<file path="config.mk">
export PLATFORM = sky130hd
export DESIGN_NAME = mem_port_arbiter
export DESIGN_NICKNAME = d
export VERILOG_FILES = /design/src/rtl/mem_port_arbiter.sv
export SDC_FILE = /design/constraint.sdc
export NUM_CORES = 1
export LEC_CHECK = 0
export ABC_AREA = 1
export CORE_AREA = 4 4 154 97
export CTS_BUF_LIST = sky130_fd_sc_hd__clkbuf_8
export CTS_CLUSTER_SIZE = 8
export DETAILED_ROUTE_END_ITERATION = 16
export DIE_AREA = 0 0 158 101
export GPL_TIMING_DRIVEN = 0
export PLACE_DENSITY = 0.87
export SYNTH_ARGS = -nofsm -noshare
export SYNTH_HDL_FRONTEND = slang
export SYNTH_SLANG_ARGS = --single-unit
</file>
<file path="constraint.sdc">
create_clock -name clk -period 4.05 [get_ports clk]
set_input_delay 1.0125 -clock clk [delete_from_list [all_inputs] [get_ports clk]]
set_output_delay 1.0125 -clock clk [all_outputs]
set_load 0.02 [all_outputs]
</file>
<file path="src/rtl/mem_port_arbiter.sv">
// mem_port_arbiter: shares one single-port memory between instruction fetch (IF)
// and load/store (DM). Sequences each access with a mem_ready wait-state handshake,
// returns read data and stage stalls, and aborts hung accesses with a timeout.
module mem_port_arbiter #(
  parameter int AW         = 32,
  parameter int DW         = 32,
  parameter int MAX_DM_RUN = 4,
  parameter int TIMEOUT    = 64
) (
  input  logic            clk,
  input  logic            reset,
  input  logic            if_req,
  input  logic [AW-1:0]   if_addr,
  output logic [DW-1:0]   if_rdata,
  output logic            if_ack,
  input  logic            dm_req,
  input  logic            dm_we,
  input  logic [AW-1:0]   dm_addr,
  input  logic [DW-1:0]   dm_wdata,
  input  logic [DW/8-1:0] dm_be,
  output logic [DW-1:0]   dm_rdata,
  output logic            dm_ack,
  output logic            mem_req,
  output logic            mem_we,
  output logic [AW-1:0]   mem_addr,
  output logic [DW-1:0]   mem_wdata,
  output logic [DW/8-1:0] mem_be,
  input  logic [DW-1:0]   mem_rdata,
  input  logic            mem_ready,
  output logic            stall_if,
  output logic            stall_mem,
  output logic            err
);

  localparam int BW = DW / 8;
  localparam int RW = $clog2(MAX_DM_RUN + 1);
  localparam int TW = (TIMEOUT > 1) ? $clog2(TIMEOUT) : 1;

  localparam logic [1:0] S_IDLE    = 2'd0;
  localparam logic [1:0] S_BUSY_IF = 2'd1;
  localparam logic [1:0] S_BUSY_DM = 2'd2;

  logic [1:0]    state;
  logic [RW-1:0] run;
  logic [TW-1:0] tcnt;
  logic [DW-1:0] if_rdata_q;
  logic [DW-1:0] dm_rdata_q;

  logic          busy;
  logic          tmo;
  logic          done;
  logic          grant_dm;
  logic          grant_if;
  logic [DW-1:0] resp;

  // Grant decision, access completion and timeout detection.
  always_comb begin
    // NOTE: every signal gets a value on every path, so no latch is inferred.
    busy     = (state != S_IDLE);
    tmo      = busy && !mem_ready && (tcnt == TW'(TIMEOUT - 1));
    // An access caught by reset never completes, so it never acks.
    done     = busy && !reset && (mem_ready || tmo);
    // DM has priority until it has used up its run while a fetch waits.
    grant_dm = (state == S_IDLE) && dm_req && ((run < RW'(MAX_DM_RUN)) || !if_req);
    grant_if = (state == S_IDLE) && if_req && !grant_dm;
    resp     = tmo ? '0 : mem_rdata;
  end

  assign mem_req   = busy;
  assign if_ack    = done && (state == S_BUSY_IF);
  assign dm_ack    = done && (state == S_BUSY_DM);
  assign if_rdata  = if_ack ? resp : if_rdata_q;
  assign dm_rdata  = (dm_ack && !mem_we) ? resp : dm_rdata_q;
  assign stall_if  = if_req && !if_ack;
  assign stall_mem = dm_req && !dm_ack;

  // Access FSM and the registered memory-side request fields.
  always_ff @(posedge clk) begin
    // NOTE: non-blocking assignments keep every register sampling pre-edge values.
    if (reset) begin
      state     <= S_IDLE;
      mem_we    <= 1'b0;
      mem_addr  <= '0;
      mem_wdata <= '0;
      mem_be    <= '0;
    end else begin
      case (state)
        S_IDLE: begin
          if (grant_dm) begin
            state     <= S_BUSY_DM;
            mem_we    <= dm_we;
            mem_addr  <= dm_addr;
            mem_wdata <= dm_wdata;
            mem_be    <= dm_we ? dm_be : {BW{1'b1}};
          end else if (grant_if) begin
            state     <= S_BUSY_IF;
            mem_we    <= 1'b0;
            mem_addr  <= if_addr;
            mem_wdata <= '0;
            mem_be    <= {BW{1'b1}};
          end
        end
        S_BUSY_IF, S_BUSY_DM: begin
          if (done) state <= S_IDLE;
        end
        default: state <= S_IDLE;
      endcase
    end
  end

  // Fetch anti-starvation run counter and the hung-access timeout counter.
  always_ff @(posedge clk) begin
    if (reset) begin
      run  <= '0;
      tcnt <= '0;
    end else begin
      if (!if_req || grant_if) run <= '0;
      else if (grant_dm && (run < RW'(MAX_DM_RUN))) run <= run + RW'(1);

      if (!busy || done) tcnt <= '0;
      else if (!mem_ready) tcnt <= tcnt + TW'(1);
    end
  end

  // Read-data holding registers and the sticky timeout flag.
  always_ff @(posedge clk) begin
    if (reset) begin
      if_rdata_q <= '0;
      dm_rdata_q <= '0;
      err        <= 1'b0;
    end else begin
      if (if_ack) if_rdata_q <= resp;
      if (dm_ack && !mem_we) dm_rdata_q <= resp;
      if (done && tmo) err <= 1'b1;
    end
  end

endmodule
</file>
# After elaboration in Yosys (flattened, before gate mapping)
# Index checks and enable logic that the tools add are counted.
# op_classes
addsub	2
magnitude_cmp	1
eq_ne	5
muxes	16
n_reduce_logical	35
# ops
cell	count
two-way mux 32 bit	7
logical AND 1 bit	15
two-way mux 4 bit	3
logical NOT 1 bit	8
adder 6 x 1 -> 6 bit (second input constant)	1
equality test 6 bit (second input constant)	1
two-way mux 2 bit	3
OR reduction 2 bit	3
logical OR 1 bit	4
case mux 2 bit (2 select lines)	1
AND reduction 2 bit	2
nonzero test 2 bit	2
adder 3 x 1 -> 3 bit (second input constant)	1
less-than comparator 3 bit (second input constant)	1
!= test 3 bit (second input constant)	1
equality test 2 x 1 -> 1 bit (second input constant)	1
equality test 2 bit (second input constant)	1
logical NOT 2 bit	1
two-way mux 1 bit	2
!= test 2 bit (second input constant)	1
# word_totals
regBits	145
input_bits	138

# Depth between registers and ports, before layout
# Gate-level depths: netlist of run 1.
# depth
depth_word	8
mapped_depth	10

# Worst setup path before layout of run 1
# OpenSTA, ideal clock, no wires.
# synth_timing
path_kind	input port to output port
start	input port reset
end	output port if_rdata[0]
t_arrival_ps	2141
required_ps	3038
setup_slack_ps	896
cell_stages	8
n_path_buf	2
cell_sequence	buf_2 > nor2_1 > inv_1 > a21oi_2 > nand2_1 > buf_2 > nand2_1 > nand2_1
# synth_via
elab_chain_len	5
# synth_rtl
element	line_no	text
start, declared	11	input logic reset,
logical NOT 1 bit	62	done = busy && !reset && (mem_ready || tmo);
logical AND 1 bit (2 in a row)	62	
logical AND 1 bit	70	assign if_ack = done && (state == S_BUSY_IF);
two-way mux 32 bit	--	
end, declared	14	output logic [DW-1:0] if_rdata,
# No other way between the ends.

# Worst setup path in the final report of run 1
# layout_timing
start	input port mem_ready
end	output port dm_rdata[0]
# layout_via
elab_chain_len	8
# layout_rtl
element	line_no	text
start, declared	29	input logic mem_ready,
logical NOT 1 bit	--	
logical AND 1 bit (2 in a row)	60	tmo = busy && !mem_ready && (tcnt == TW'(TIMEOUT - 1));
logical OR 1 bit	62	
logical AND 1 bit	62	
logical AND 1 bit	71	assign dm_ack = done && (state == S_BUSY_DM);
logical AND 1 bit	73	assign dm_rdata = (dm_ack && !mem_we) ? resp : dm_rdata_q;
two-way mux 32 bit *	--	
end, declared	21	output logic [DW-1:0] dm_rdata,
# Every way passes the cells marked *; elsewhere a longest branch is shown, timed or not.

==> summary.md, run 1 <==
| Metric | Value |
|---|---|
| Synth Area in XOR/XNOR | 0.423% |
| Synth unique cells | 24 |
| HP Class | reg2reg |
| Worst setup path class | in2out |
| Fraction of layout cells with a size suffix above 1 | under 10% |
| Reg area | 2900 um2 |
| Pre-CTS setup slack | -0.534 ns |
| Worst path bufs/invs | 6 |
| Worst Path Max Fanout | 10 |
| Simple-gate area share of the yosys netlist | a little over a quarter |
| Final period util | 96.6% |
| Vias per cell | 4.98 |
| CP max stage delay | 0.43 ns |
| Synth Area in Adders | a little over 1% |
| Die ar. | 16000 um2 |
| # fillers | around 1100 |
| Crit start category | input pin |
| Post-CTS Hold Fix Bufs | 0 |
| Min cycle time layout | 3.91 ns |
| Synth warn | 0 |
| DP HPWL | around 17 mm |
| Tightest Pin Transition | 0.607 ns |
| FMAX | 256 MHz |
| Die Wd | 158 um |
| Mapped cell area | 6210 um2 |
| Post-synthesis sequential area ratio | between 40% and 50% |
| Fin nets | ~1400 |
| Vias in the first global route | about 6500 |
| Total power | just under 5 mW |
| Synth top area share | 46.8% |
| GRT Total Usage | 26.6% |
| TritonCTS clock tree | yes |
| Diode count | 0 |
| Largest family of logic cells by synthesized area | simple AND/OR/NAND/NOR gates |
| CP max stage cell | clkdlybuf4s50_1 |
| Worst clock skew | 0.0143 ns |
| Area Overhead vs Synth | 55.2% |
| Hold Crit Start | tcnt[0] |
| Post-route setup slack | 0.139 ns |
| Critical-path cell list | clkdlybuf4s50_1 > clkinv_2 > nand2_1 > nor2_4 > nand2_4 > buf_4 > buf_4 > nand2_1 > nand4_1 > nand2_1 > inv_1 > dlygate4sd2_1 |
| Num Clock Sinks | 145 |
| FF+latch count, synth | between 100 and 150 |
| PD cells | 503 nW/um2 |
| Core area | 13400 um2 |
| Placed insts | between 1000 and 1500 |
| Area occupied by multi-input gates | between 2000 and 3000 um2 |
| Final Hold Violating Endpoints | 0 |
| Htree depth | 4 |
| Avg WL per Cell | 15.8 um |
| Initial DRC count | about 470 |
| R2R Path Start | state[0] |
| Top-Level Pins | 277 |
| Max cap viols | 0 |
| Initial antenna violation count | 0 |
| Setup violations, final | 0 |
| Area contributors post-synth | dfxtp_1, nand2_1, a21oi_1 |
| CP startpoint | mem_ready |
| Antenna-violating nets left | 0 |
| Largest net degree at the start of global routing | 17 |
| Share of synthesized registers carrying an async set or reset | 0% |
| Clock root buffer master | clkbuf_8 |
| EDFF count, synth | 0 |
| Compound-cell area share of the yosys netlist | around 15% |
| Slew margin rel. | 59.6% |
| Post-synthesis mux area share | 0% |
| Syn_nets | 1049 |
| Num CTS Buffers | 17 |
| Crit path DAT | 2.90 ns |
| Number of remaining DRC errors | 0 |
| Outcome | completed |
| Wirelength, routed | 22.2 mm |
| Synth Area per Inst | 6.85 um2 |
| Die height | between 100 and 150 um |
| Worst Path Required | 3.04 ns |
| Rows | 33 |
| Total gr overflow | 0 |
| Clock slew at reported path FFs | approximately 0.08 ns |
| Final instance area | 9630 um2 |
| Clock Latency Late Sink | between 0.4 and 0.5 ns |
| Max rail drop VDD | roughly 0.00034 V |
| Leakage power | 4.58 nW |
| Synth cell count leaders | nand2_1, dfxtp_1, a21oi_1, inv_1, nor2_1 |
| Post-layout util | 71.8% |
| Via count | roughly 7000 |
| First-pass GRT wire length | 33.5 mm |
| Post-DP Area | about 9000 um2 |
| Buffers on Ports | 275 |
| Cell mode on critical path | nand2_1 |
| 1st-pass router iterations | 5 |
| Most common cell in the netlist | nand2_1 |
| Clk buf depth | 2 |
| Cell accounting for the most synthesized area | dfxtp_1 |
| Gpl congestion | around 0.89 |
| Starting Density | 46.3% |
| Fin Setup TNS | 0 ns |
| WHS | 0.461 ns |
| Synth Instances | approximately 910 |
| Top_reg_cell synth | dfxtp_1 |
| Max-slew violation count | 0 |
| Critical Path Sink Type | output port |
| Post-Layout Cell Count | 1401 |
| Top delay family on crit path | buffers and inverters |
-- registers in the layout, summed over array words and instances (netlist names) --
| register | count |
|---|---|
| mem_addr | 32 |
| err | 1 |
| if_rdata_q | 32 |
| mem_be | 4 |
| state | 2 |
| run | 3 |
| dm_rdata_q | 32 |
| tcnt | 6 |
| mem_we | 1 |
| mem_wdata | 32 |
-- worst reg2reg max path, delay by kind of cell, from the launching register on --
kind                     cells  cell delay (ns)
buffers and inverters        4             0.86
flip-flops                   1             0.33
AO/OA/AOI/OAI                2             0.33
adder cells (fa/ha/maj)      1             0.30
AND/OR/NAND/NOR              1             0.19
-- kinds of logic after synthesis --
| kind of cell | after synthesis |
|---|---|
| simple gates | 403 |
| fa+ha+maj | 5 |
| flops | 145 |
| buf+inv | 170 |
| compound gates | 180 |
| xor+xnor | 3 |
-- layout by cell type, fill, tap and decap left out, types with 22 or more instances in the layout --
master           count
clkdlybuf4s50_1    209
dfxtp_1            145
o21ai_0             39
nand2_1            307
a21oi_1            140
clkbuf_1            30
nand4_1             34
clkdlybuf4s15_1     22
nor2_1              47
inv_1              111
-- repair_timing --
item                                    4_1_cts  5_1_grt
endpoints found under the setup margin       66       62
pin swaps                                     1       12
setup buffers                                 6        7
gates resized for setup                     107       50
-- layer usage --
metal	track usage, %	part of all wire [%]	vias to the layer above
li1	-	-	3464
met1	35.9	44	3211
met2	42.3	45	271
met3	7.42	9.2	32
met4	7.14	1.9	0
met5	0	0	-
-- layout make-up --
cell class                      instances  share of cell area (%)
Buffer                                 58                    3.00
Multi-Input combinational cell        591                    27.4
Inverter                              112                    4.38
Tap cell                              175                    2.27
Clock inverter                         14                    1.60
Timing Repair Buffer                  288                    28.6
Clock buffer                           18                    2.57
Sequential cell                       145                    30.1
-- worst paths after layout --
check            endpoint  slack, ns  cells past startpoint
max reg2reg  mem_addr[30]       1.94                      8
max           dm_rdata[0]       0.14                     12
min reg2reg       tcnt[0]       0.46                      1
min               tcnt[0]       0.46                      1
-- report_power, final --
group          internal [mW]  switching, mW
Sequential              1.66          0.111
Clock                  0.575          0.588
Combinational          0.771           1.14
Total                   3.00           1.84
Power figures use the tool's default switching activity.
==> run 2: changes to the inputs <==
- CAP_MARGIN: default -> 20
==> results of run 2 <==
Same layout as run 1: the final DEF is identical, and so are final timing and power.
==> run 3: changes to the inputs <==
==> constraint.sdc (replaced) <==
create_clock -name clk -period 4.05 [get_ports clk]
set_input_delay 0.405 -clock clk [delete_from_list [all_inputs] [get_ports clk]]
set_output_delay 0.405 -clock clk [all_outputs]
set_load 0.02 [all_outputs]
==> run 3 against run 2 <==
Count of clock-buffer cells in the layout is the same. Critical path type is now reg2out. Critical path depth is 2 lower. Combinational power about the same. Die area unchanged. Sequential power about the same.
==> summary.md, run 3 (synthesized netlist as in run 1, its figures left out) <==
| Metric | Value |
|---|---|
| Outcome | completed |
| Met3 usage | 7.72% (+0.30 points) |
| Rows | 33 (unchanged) |
| Fin Setup TNS | 0 ns (unchanged) |
| Slew margin rel. | 60.1% (+0.53 points) |
| Number of remaining DRC errors | 0 (unchanged) |
| Total setup buffers inserted after CTS | 0 (-6) |
| PD cells | 507 nW/um2 (+0.87%) |
| Avg WL per Cell | 15.8 um (-0.21%) |
| Die height | 101 um (unchanged) |
| TritonCTS clock tree | yes |
| HP Class | reg2reg |
| Min cycle time layout | 3.50 ns (-0.407 ns) |
| Worst setup path class | reg2out |
| Max-slew violation count | 0 (unchanged) |
| Vias per cell | 4.96 (-0.48%) |
| Final Hold Violating Endpoints | 0 (unchanged) |
| Area Overhead vs Synth | 54.3% |
| Initial DRC count | 486 (+3.2%) |
| M1 GR Usage | 35.2% (-0.63 points) |
| Worst hold stages | 1 (unchanged) |
| Diode count | 0 (unchanged) |
| Core area | 13400 um2 (unchanged) |
| Leakage power | 4.33 nW (-5.3%) |
| Clock slew at reported path FFs | 0.08 ns (about the same) |
| Vias in the first global route | 6417 (-0.88%) |
| Clk buf depth | 2 (unchanged) |
| RSZ-0062 raised after global routing | false |
| Total gr overflow | 0 (unchanged) |
| Fraction of layout cells with a size suffix above 1 | 5.03% (-3.3 points) |
| Worst Path Max Fanout | 10 (unchanged) |
| Buffers on Ports | 275 (unchanged) |
| Most common cell after layout, fill and taps aside | nand2_1 |
| Wirelength, routed | 21.9 mm (-1.1%) |
| DP HPWL | 17.2 mm (unchanged) |
| Crit start category | flip-flop |
| 1st-pass router iterations | 5 (unchanged) |
| Gr busiest metal | met2 |
| Critical Path Sink Type | output port |
| Num Clock Sinks | 145 (unchanged) |
| Most frequent cells in the layout | nand2_1, clkdlybuf4s50_1, dfxtp_1 |
| Crit path DAT | 3.10 ns (+0.20 ns) |
| Via count | 6880 (-1.4%) |
| Gpl congestion | 0.885 (unchanged) |
| Max cap viols | 0 (unchanged) |
| Max rail drop VDD | 0.000338 V (about the same) |
| Top-Level Pins | 277 (unchanged) |
| Setup violations, final | 0 (unchanged) |
| Initial antenna violation count | 0 (unchanged) |
| Die Wd | 158 um (unchanged) |
| Antenna-violating nets left | 0 (unchanged) |
| FMAX | 285 MHz (+12%) |
| Worst Path Required | 3.64 ns (+0.60 ns) |
| GRT Total Usage | 26.4% (-0.18 points) |
| Cts repair resizes | 0 (-100%) |
| Htree depth | 4 (unchanged) |
| Post-CTS Hold Fix Bufs | 0 (unchanged) |
| Fin nets | 1343 (-0.96%) |
| Met2 Usage GRT | 42.2% (-0.13 points) |
| Clock Latency Late Sink | 0.43 ns (about the same) |
| Tightest Pin Transition | 0.599 ns (-0.00795 ns) |
| Die ar. | 16000 um2 (unchanged) |
| Num CTS Buffers | 17 (unchanged) |
| Starting Density | 46.3% (unchanged) |
| First-pass GRT wire length | 33.2 mm (-0.82%) |
| Final period util | 86.5% (-10 points) |
| Clock root buffer master | clkbuf_8 |
| # fillers | 1095 (+0.091%) |
| Worst-case reg-to-reg path depth | 9 (+1) |
| Post-layout util | 71.4% (-0.38 points) |
| Largest net degree at the start of global routing | 17 (unchanged) |
| Worst clock skew | 0.0156 ns (+0.00133 ns) |
[run 3: per-layer routing]
| layer | wire (um) | up-vias |
|---|---|---|
| li1 | - | 3435 |
| met1 | 9560 | 3126 |
| met2 | 9830 | 288 |
| met3 | 2130 | 31 |
| met4 | 412 | 0 |
| met5 | 0 | - |
[run 3: power breakdown]
part           total (mW)  internal [mW]  switching (mW)  leakage [nW]
logic                1.93          0.792            1.13          2.94
clock network        1.16          0.575           0.589         0.208
registers            1.77           1.66           0.111          1.18
[run 3: final timing paths]
path	startpoint	end	slack, ns
hold reg to reg	tcnt[0]	tcnt[0]	0.46
setup / recovery	state[0]	if_rdata[12]	0.55
hold / removal	tcnt[0]	tcnt[0]	0.46
setup reg to reg	state[0]	if_rdata_q[17]	1.81
[run 3: cell type report]
| cell class | instances | area [um2] | share of cell area, % |
|---|---|---|---|
| Multi-Input combinational cell | 591 | 2630 | 27.5 |
| Sequential cell | 145 | 2900 | 30.3 |
| Timing Repair Buffer | 275 | 2750 | 28.7 |
| Clock buffer | 18 | 248 | 2.59 |
| Clock inverter | 14 | 154 | 1.61 |
| Buffer | 58 | 253 | 2.64 |
| Inverter | 112 | 422 | 4.40 |
| Tap cell | 175 | 219 | 2.29 |
[run 3: critical path, stage by stage, from the launching register on]
cell and delay, ns:
dfxtp_1 0.36, inv_1 0.07, ha_1 0.29, nor2_1 0.28
inv_1 0.12, a21oi_2 0.31, nand2_1 0.24, buf_2 0.27
nand2_1 0.10, nand2_1 0.07, clkdlybuf4s50_1 0.57
[run 3: stage by stage]
stage | worst slack (ns) | total power [mW] | instances | area [um2] | hold WS (ns)
floorplan | 2.00 | 2.79 | 906 | 6210 | 0.417
global placement | 0.700 | 3.66 | 1356 | 9180 | 0.432
detailed placement | 0.681 | 3.71 | 1356 | 9180 | 0.448
CTS | 0.462 | 4.87 | 1388 | 9580 | 0.461
global route | 0.254 | 5.11 | 1388 | 9580 | 0.487
finish | 0.546 | 4.86 | 1388 | 9580 | 0.461
